--- config.mk ---
export PLATFORM = sky130hd
export DESIGN_NAME = pipe_adder
export DESIGN_NICKNAME = d
export VERILOG_FILES = /design/src/rtl/pipe_adder_pkg.sv /design/src/rtl/add_chunk_stage.sv /design/src/rtl/pipe_adder.sv
export SDC_FILE = /design/constraint.sdc
export NUM_CORES = 1
export LEC_CHECK = 0
export CAP_MARGIN = 15
export CORE_UTILIZATION = 45
export DETAILED_ROUTE_END_ITERATION = 8
export HOLD_SLACK_MARGIN = 0.12
export PLACE_DENSITY = 0.71
export SLEW_MARGIN = 20
export SYNTH_ARGS = -nofsm -noshare
export SYNTH_HDL_FRONTEND = slang
export SYNTH_HIERARCHICAL = 1
export SYNTH_SLANG_ARGS = --single-unit
--- constraint.sdc ---
create_clock -name clk -period 3.3 [get_ports clk]
set_input_delay 0.495 -clock clk [delete_from_list [all_inputs] [get_ports clk]]
set_output_delay 0.495 -clock clk [all_outputs]
set_load 0.1 [all_outputs]
--- src/rtl/pipe_adder_pkg.sv ---
// Shared constants and helpers for the chunk-pipelined adder/subtractor.
// The PIPE_ADD_SAT_EN build uses the saturation helpers below.
package pipe_adder_pkg;

   localparam int unsigned DEF_WIDTH = 16;
   localparam int unsigned DEF_CHUNK = 4;
   localparam int unsigned MAX_W     = 64;

   function automatic int unsigned nstg(input int unsigned width, input int unsigned chunk);
      return width / chunk;
   endfunction

   // Largest positive two's-complement value of the given width
   function automatic logic [MAX_W-1:0] sat_max(input int unsigned width);
      return (MAX_W'(1) << (width - 1)) - MAX_W'(1);
   endfunction

   // Most negative two's-complement value of the given width
   function automatic logic [MAX_W-1:0] sat_min(input int unsigned width);
      return MAX_W'(1) << (width - 1);
   endfunction

endpackage

--- src/rtl/add_chunk_stage.sv ---
// One carry stage: resolves slice IDX of the sum and registers it along with
// the skewed operands, partial sum, carry and valid. PIPE_ADD_SAT_EN adds overflow/clamp on LAST.
module add_chunk_stage
   import pipe_adder_pkg::*;
#(
   parameter int unsigned WIDTH = DEF_WIDTH,
   parameter int unsigned CHUNK = DEF_CHUNK,
   parameter int unsigned IDX   = 0
`ifdef PIPE_ADD_SAT_EN
   ,
   parameter bit          LAST  = 1'b0
`endif
) (
   input  logic             clk,
   input  logic             rst_n,
   input  logic             adv,
   input  logic             prev_valid,
   input  logic [WIDTH-1:0] prev_a,
   input  logic [WIDTH-1:0] prev_b,
   input  logic [WIDTH-1:0] prev_sum,
   input  logic             prev_carry,
   output logic             valid,
   output logic [WIDTH-1:0] a,
   output logic [WIDTH-1:0] b,
   output logic [WIDTH-1:0] sum,
   output logic             carry
`ifdef PIPE_ADD_SAT_EN
   ,
   output logic             ovf
`endif
);

   localparam int unsigned LO = IDX * CHUNK;
   localparam int unsigned SW = CHUNK + 1;

   logic [CHUNK:0]   slice_c;
   logic [WIDTH-1:0] sum_c;
   logic [WIDTH-1:0] res_c;

   // Slice add; lower slices already resolved, upper slices still pending
   always_comb begin
      slice_c = SW'(prev_a[LO +: CHUNK]) + SW'(prev_b[LO +: CHUNK]) + SW'(prev_carry);
      sum_c   = prev_sum;
      sum_c[LO +: CHUNK] = slice_c[CHUNK-1:0];
   end

`ifdef PIPE_ADD_SAT_EN
   logic ovf_c;

   // Signed overflow and clamp, only meaningful once the MSB slice is known
   always_comb begin
      ovf_c = 1'b0;
      res_c = sum_c;
      if (LAST) begin
         ovf_c = (prev_a[WIDTH-1] == prev_b[WIDTH-1]) && (sum_c[WIDTH-1] != prev_a[WIDTH-1]);
         if (ovf_c) begin
            res_c = prev_a[WIDTH-1] ? WIDTH'(sat_min(WIDTH)) : WIDTH'(sat_max(WIDTH));
         end
      end
   end

   always_ff @(posedge clk or negedge rst_n) begin
      if (!rst_n) begin
         ovf <= 1'b0;
      end else if (adv) begin
         ovf <= ovf_c;
      end
   end
`else
   assign res_c = sum_c;
`endif

   always_ff @(posedge clk or negedge rst_n) begin
      if (!rst_n) begin
         valid <= 1'b0;
         a     <= '0;
         b     <= '0;
         sum   <= '0;
         carry <= 1'b0;
      end else if (adv) begin
         valid <= prev_valid;
         a     <= prev_a;
         b     <= prev_b;
         sum   <= res_c;
         carry <= slice_c[CHUNK];
      end
   end

endmodule

--- src/rtl/pipe_adder.sv ---
// Chunk-pipelined adder/subtractor with valid/ready flow control; all stages
// advance together. Define PIPE_ADD_SAT_EN for signed saturation and out_ovf.
module pipe_adder
   import pipe_adder_pkg::*;
#(
   parameter int unsigned WIDTH = DEF_WIDTH,
   parameter int unsigned CHUNK = DEF_CHUNK
) (
   input  logic             clk,
   input  logic             rst_n,
   input  logic             in_valid,
   output logic             in_ready,
   input  logic [WIDTH-1:0] in_a,
   input  logic [WIDTH-1:0] in_b,
   input  logic             in_cin,
   input  logic             in_sub,
   output logic             out_valid,
   input  logic             out_ready,
   output logic [WIDTH-1:0] out_sum,
   output logic             out_cout
`ifdef PIPE_ADD_SAT_EN
   ,
   output logic             out_ovf
`endif
);

   localparam int unsigned NSTG = nstg(WIDTH, CHUNK);

   logic             adv;
   logic             valid0_q;
   logic [WIDTH-1:0] a0_q;
   logic [WIDTH-1:0] b0_q;
   logic             cin0_q;

   logic             valid_w [NSTG+1];
   logic [WIDTH-1:0] a_w     [NSTG+1];
   logic [WIDTH-1:0] b_w     [NSTG+1];
   logic [WIDTH-1:0] sum_w   [NSTG+1];
   logic             carry_w [NSTG+1];
   logic             unused_tail;

   assign adv      = !out_valid || out_ready;
   assign in_ready = adv;

   // Input stage: fold subtract into inverted B with carry-in forced high
   always_ff @(posedge clk or negedge rst_n) begin
      if (!rst_n) begin
         valid0_q <= 1'b0;
         a0_q     <= '0;
         b0_q     <= '0;
         cin0_q   <= 1'b0;
      end else if (adv) begin
         valid0_q <= in_valid;
         a0_q     <= in_a;
         b0_q     <= in_sub ? ~in_b : in_b;
         cin0_q   <= in_sub | in_cin;
      end
   end

   assign valid_w[0] = valid0_q;
   assign a_w[0]     = a0_q;
   assign b_w[0]     = b0_q;
   assign sum_w[0]   = '0;
   assign carry_w[0] = cin0_q;

`ifdef PIPE_ADD_SAT_EN
   logic [NSTG-1:0] ovf_w;
   logic            unused_ovf;
   assign unused_ovf = ^ovf_w;
   assign out_ovf    = ovf_w[NSTG-1];
`endif

   for (genvar k = 0; k < NSTG; k++) begin : g_stg
      add_chunk_stage #(
         .WIDTH (WIDTH),
         .CHUNK (CHUNK),
         .IDX   (k)
`ifdef PIPE_ADD_SAT_EN
         ,
         .LAST  (k == NSTG - 1)
`endif
      ) u_stage (
         .clk        (clk),
         .rst_n      (rst_n),
         .adv        (adv),
         .prev_valid (valid_w[k]),
         .prev_a     (a_w[k]),
         .prev_b     (b_w[k]),
         .prev_sum   (sum_w[k]),
         .prev_carry (carry_w[k]),
         .valid      (valid_w[k+1]),
         .a          (a_w[k+1]),
         .b          (b_w[k+1]),
         .sum        (sum_w[k+1]),
         .carry      (carry_w[k+1])
`ifdef PIPE_ADD_SAT_EN
         ,
         .ovf        (ovf_w[k])
`endif
      );
   end

   // Operands leaving the last stage have no consumer
   assign unused_tail = ^{a_w[NSTG], b_w[NSTG]};

   assign out_valid = valid_w[NSTG];
   assign out_sum   = sum_w[NSTG];
   assign out_cout  = carry_w[NSTG];

endmodule
==> results.tsv, run 1 <==
metric	value	unit
antenna_cells	0	
grt-ovfl-total	0	
clk_pin_slew	50	ps
coreArea	0.0128	mm2
cts_setup_buffers	0	
cts_root_buf	clkbuf_16	
drt-initial-drc-count	131	
syn_nets	448	
vias	3058	
powerDensity	1100	mW/mm2
io_buffer_count	56	
grt_max_degree	84	
max-clock-path-buffers	2	
r2r_setup_slack	1660	ps
synthesis.area	0.00596	mm2
cp-end-kind	output pin	
critPathTopFamily	buffers and inverters	
detail_route.wl_per_cell	14.4	um
vias_per_cell	4.89	
ctsResizeCount	0	
die_width	117	um
drive_above_1_share	0.360	
r2r_cells	5	
grt_usage	0.153	
hold_viol_final	0	
numCtsBuffers	17	
crit_buf_inv	1	
synthCells	390	
worst_pin_slew	985	ps
drv_cap	0	
pre_cts_ws	1040	ps
firstDrtPassIters	4	
hpwl	5.93	mm
drt-total-wl	9.02	mm
regArea	0.00325	mm2
finalCritPeriodShare	0.753	
fin_tns_setup	0	ps
holdPathStages	1	
slowest_stage	clkdlybuf4s50_1	
die_h	117	um
r2r_start	g_stg[0].u_stage/a[4]	
yosys_warnings	6	
antenna_found_initial	0	
crit_chain	clkdlybuf4s50_1	
fin_skew	4.74	ps
fmax	402	MHz
worstPathMaxFanout	4	
cts.sinks	130	
rr_endpoint	g_stg[1].u_stage/sum[6]	
fin_nets	500	
grt_pass1_vias	3130	
area.growth.synth_to_final	18.2	%
critical_path_class	register to output pin	
slowest_delay	1160	ps
fin_crit	2490	ps
cts_tree	done	
hold-path-endpoint	g_stg[1].u_stage/a[14]	
avgSynthCellArea	15.3	um2
worstPathRequired	2800	ps
p_leak	3.17	nW
crit_path_start_kind	register	
fill_cells	1013	
grt_pass1_wl	15.7	mm
setup_viol	0	
cts_max_level	4	
arrival	1990	ps
pin_count	57	
rsz0062_at_grt	no	
maxSlewViolCount	0	
dieArea	0.0137	mm2
num_rows	41	
postRouteAntennaNets	0	
ir_drop	0.000649	V
gp_congestion	0.738	
hold_start	g_stg[0].u_stage/a[14]	
multi_input_area	0.00230	mm2
hp-class	register to register	
status	finished, final reports clean	
worst_slack	814	ps
relSlewSlack	0.341	
drc	0	
clock_latency	410	ps
initial_utilization	0.466	
[per-layer routing]
| metal | GRT usage | wire [um] | vias up |
|---|---|---|---|
| met4 | 0.0608 | 153 | 0 |
| met5 | 0 | 0 | - |
| met1 | 0.217 | 4580 | 1532 |
| met3 | 0.0453 | 378 | 14 |
| met2 | 0.221 | 3910 | 58 |
| li1 | - | - | 1454 |
[layout by cell type, fill, tap and decap left out]
cell and instances:
clkinv_2 4, nor3b_1 1, nor2b_1 8, xnor2_1 4, mux2_2 89, and4bb_1 4, fa_1 8, nor2_1 5
clkbuf_1 2, mux2i_1 4, bufinv_16 1, a31oi_1 4, dlygate4sd3_1 1, dfrtp_1 130, nand3_1 4, nand2b_4 1
a21oi_1 5, clkbuf_8 6, inv_1 24, nand4b_1 4, buf_4 9, mux2_4 28, a311oi_2 4, clkbuf_16 17
ha_1 12, clkdlybuf4s50_1 46, o21ai_0 4, xor2_1 16, buf_12 4, o211ai_1 4
[layout make-up]
cell class                 count  area share
sequential                   130       0.462
multi-input combinational    209       0.327
timing repair buffer          60      0.0877
clock buffer                  25      0.0732
tap                          172      0.0305
inverter                      24      0.0128
clock inverter                 5     0.00710
[registers in the layout, indices dropped and copies added, names as in the netlist]
| name | count |
|---|---|
| g_stg.u_stage/b | 24 |
| g_stg.u_stage/valid | 4 |
| g_stg.u_stage/sum | 40 |
| b0_q | 16 |
| a0_q | 16 |
| valid0_q | 1 |
| g_stg.u_stage/carry | 4 |
| g_stg.u_stage/a | 24 |
| cin0_q | 1 |
[per-stage QoR]
stage / instance area, um2 / hold WS (ps) / total power, W / util / cells
finish: 7050 / 497 / 0.00777 / 0.552 / 625
global route: 7050 / 521 / 0.00826 / 0.552 / 625
floorplan: 5960 / 199 / 0.00545 / - / 390
global placement: 6470 / 485 / 0.00591 / 0.507 / 594
detailed placement: 6470 / 486 / 0.00605 / 0.507 / 594
CTS: 7050 / 501 / 0.00785 / 0.552 / 625
[how the worst max path moves through the flow]
| stage | start | end | slack [ps] | depth (start not counted) |
|---|---|---|---|---|
| 2_1_floorplan | g_stg[3].u_stage/valid | g_stg[0].u_stage/sum[3] | 1160 | 7 |
| 3_3_place_gp | out_ready | in_ready | 1060 | 4 |
| 3_5_place_dp | out_ready | in_ready | 1040 | 4 |
| 4_1_cts | g_stg[3].u_stage/valid | out_valid | 800 | 1 |
| 5_1_grt | g_stg[3].u_stage/valid | out_valid | 770 | 1 |
| 6_report | g_stg[3].u_stage/valid | out_valid | 810 | 1 |
[where the power goes]
part / switching [W] / internal (W) / leakage, nW
Sequential: 0.000419 / 0.00232 / 1.52
Clock: 0.000622 / 0.00114 / 0.285
Combinational: 0.00181 / 0.00145 / 1.37
[repair_timing]
item,in CTS,in global routing
endpoints found under the setup margin,0,0
hold endpoints to repair,1,0
hold buffers,1,0
Note: power is estimated with default switching activity, not from simulation.
==> inputs of run 2 (changes only) <==
==> constraint.sdc (replaced) <==
create_clock -name clk -period 2.5 [get_ports clk]
set_input_delay 0.375 -clock clk [delete_from_list [all_inputs] [get_ports clk]]
set_output_delay 0.375 -clock clk [all_outputs]
set_load 0.1 [all_outputs]
==> run 2 against run 1 <==
Effect of this change: clock power increased by 32%; register-to-register slack got worse by 790 ps; cell area barely moved; highest routed layer unchanged; critical path type is now input pin to output pin; clock skew up 3.9 ps; largest power group unchanged; sequential share of layout area is essentially flat.
==> results.tsv, run 2 (synthesized netlist as in run 1, its figures left out) <==
metric	value	unit	change
layout_commonest_cell	dfrtp_1		unchanged
antenna_cells	0		unchanged
clkPwrFrac	0.227		about the same
cts.sinks	130		unchanged
fin_nets	503		was 500
detail_route.wl_per_cell	14.4	um	about the same
fin_util	0.551		was 0.552
switching_share	0.366		was 0.367
numCtsBuffers	17		unchanged
vias_per_cell	4.86		was 4.89
p_leak	3.18	nW	was 3.17 nW
drt-total-wl	9.02	mm	about the same
area.growth.synth_to_final	18.1	%	was 18.2%
gp_congestion	0.737		was 0.738
r2r_cells	5		unchanged
cp-end-kind	output pin		unchanged
r2r_setup_slack	870	ps	was 1660 ps
io_buffer_count	56		unchanged
initial_utilization	0.466		unchanged
ir_drop	0.000946	V	was 0.000649 V
relSlewSlack	0.668		was 0.341
drc	0		unchanged
clock_latency	410	ps	about the same
postRouteAntennaNets	0		unchanged
fin_tns_setup	0	ps	unchanged
top_register	g_stg.u_stage/sum		unchanged
combPwrFrac	0.420		about the same
cts_max_level	4		unchanged
arrival	1580	ps	was 1990 ps
place_inst	597		was 594
grt_pass1_vias	3221		was 3130
pin_count	57		unchanged
fill_cells	1024		was 1013
dieArea	0.0137	mm2	unchanged
drt-initial-drc-count	97		was 131
fin_crit	1960	ps	
fin_cells	628		was 625
mostFrequentLayoutCells	dfrtp_1, mux2_2, clkdlybuf4s50_1		unchanged
critical_path_class	input pin to output pin		was register to output pin
status	finished, final reports clean		unchanged
coreArea	0.0128	mm2	unchanged
grt-ovfl-total	0		unchanged
seq_power_share	0.353		about the same
largest_register_ffs	40		unchanged
rsz0062_at_grt	no		unchanged
grt_max_degree	66		was 84
powerDensity	1460	mW/mm2	was 1100 mW/mm2
fmax	511	MHz	
ctsResizeCount	0		unchanged
worst_pin_slew	498	ps	was 985 ps
drv_cap	0		unchanged
worstPathMaxFanout	62		was 4
die_width	117	um	unchanged
hp-class	input pin to asynchronous set/reset pin		was register to register
grt_pass1_wl	15.8	mm	was 15.7 mm
grt_usage	0.152		was 0.153
hpwl	6.21	mm	was 5.93 mm
top_regs	g_stg.u_stage/sum: 40 flops, g_stg.u_stage/a: 24 flops, g_stg.u_stage/b: 24 flops		unchanged
clk_pin_slew	50	ps	about the same
antenna_found_initial	0		unchanged
r2r_start	g_stg[1].u_stage/a[8]		was g_stg[0].u_stage/a[4]
internal_power	0.00650	W	was 0.00492 W
die_h	117	um	unchanged
vias	3051		was 3058
firstDrtPassIters	6		was 4
worstPathRequired	2120	ps	was 2800 ps
maxSlewViolCount	0		unchanged
drive_above_1_share	0.382		was 0.360
switchingPower	0.00375	W	was 0.00285 W
fin_skew	8.63	ps	was 4.74 ps
setup_viol	0		unchanged
finalCritPeriodShare	0.783		
cts_root_buf	clkbuf_16		unchanged
crit_path_start_kind	input pin		was register
cts_tree	done		unchanged
num_rows	41		unchanged
max-clock-path-buffers	2		unchanged
hold_viol_final	0		unchanged
rr_endpoint	g_stg[2].u_stage/sum[10]		was g_stg[1].u_stage/sum[6]
## run 2: worst max path at each step
stage | from | end | slack (ps) | cells past startpoint
floorplan | g_stg[3].u_stage/valid | g_stg[0].u_stage/sum[3] | 360 | 7
global placement | out_ready | in_ready | 550 | 4
detailed placement | out_ready | g_stg[1].u_stage/sum[7] | 500 | 6
CTS | out_ready | in_ready | 530 | 4
global route | out_ready | in_ready | 480 | 4
finish | out_ready | in_ready | 540 | 4
## run 2: routing by layer
metal	vias up	track usage	share of wire
li1	1455	-	-
met1	1525	0.217	0.50
met2	57	0.215	0.44
met3	14	0.0489	0.045
met4	0	0.0608	0.017
met5	-	0	0
## run 2: power groups by stage
stage          registers (W)  clock network (W)  logic [W]
2_1_floorplan        0.00455                  0    0.00265
3_3_place_gp         0.00362                  0    0.00418
3_5_place_dp         0.00366                  0    0.00433
4_1_cts              0.00363            0.00238    0.00436
5_1_grt              0.00375            0.00248    0.00466
6_report             0.00361            0.00233    0.00431
## run 2: through the flow
stage / hold slack [ps] / total power [W] / setup WS (ps) / instance area (um2)
finish: 482 / 0.0103 / 542 / 7040
global route: 512 / 0.0109 / 477 / 7040
CTS: 482 / 0.0104 / 530 / 7040
detailed placement: 378 / 0.00799 / 496 / 6470
global placement: 366 / 0.00779 / 552 / 6470
floorplan: 79.4 / 0.00719 / 361 / 5960
## run 2: critical path, cell delays in order
cell and delay [ps]:
clkdlybuf4s50_1 480, nand2b_4 170, buf_12 320, buf_12 220
## run 2: repair_timing
action	CTS	global route
endpoints found under the hold margin	36	0
hold buffers	1	0
setup buffers	0	0
## run 2: final cells by class
type	instances	area, um2	share of cell area
multi-input cells	209	2300	0.327
repair buffers	63	616	0.0875
clock buffers	24	482	0.0684
clock inverters	6	80.1	0.0114
well taps	172	215	0.0306
inverters	24	90.1	0.0128
flip-flops and latches	130	3250	0.462
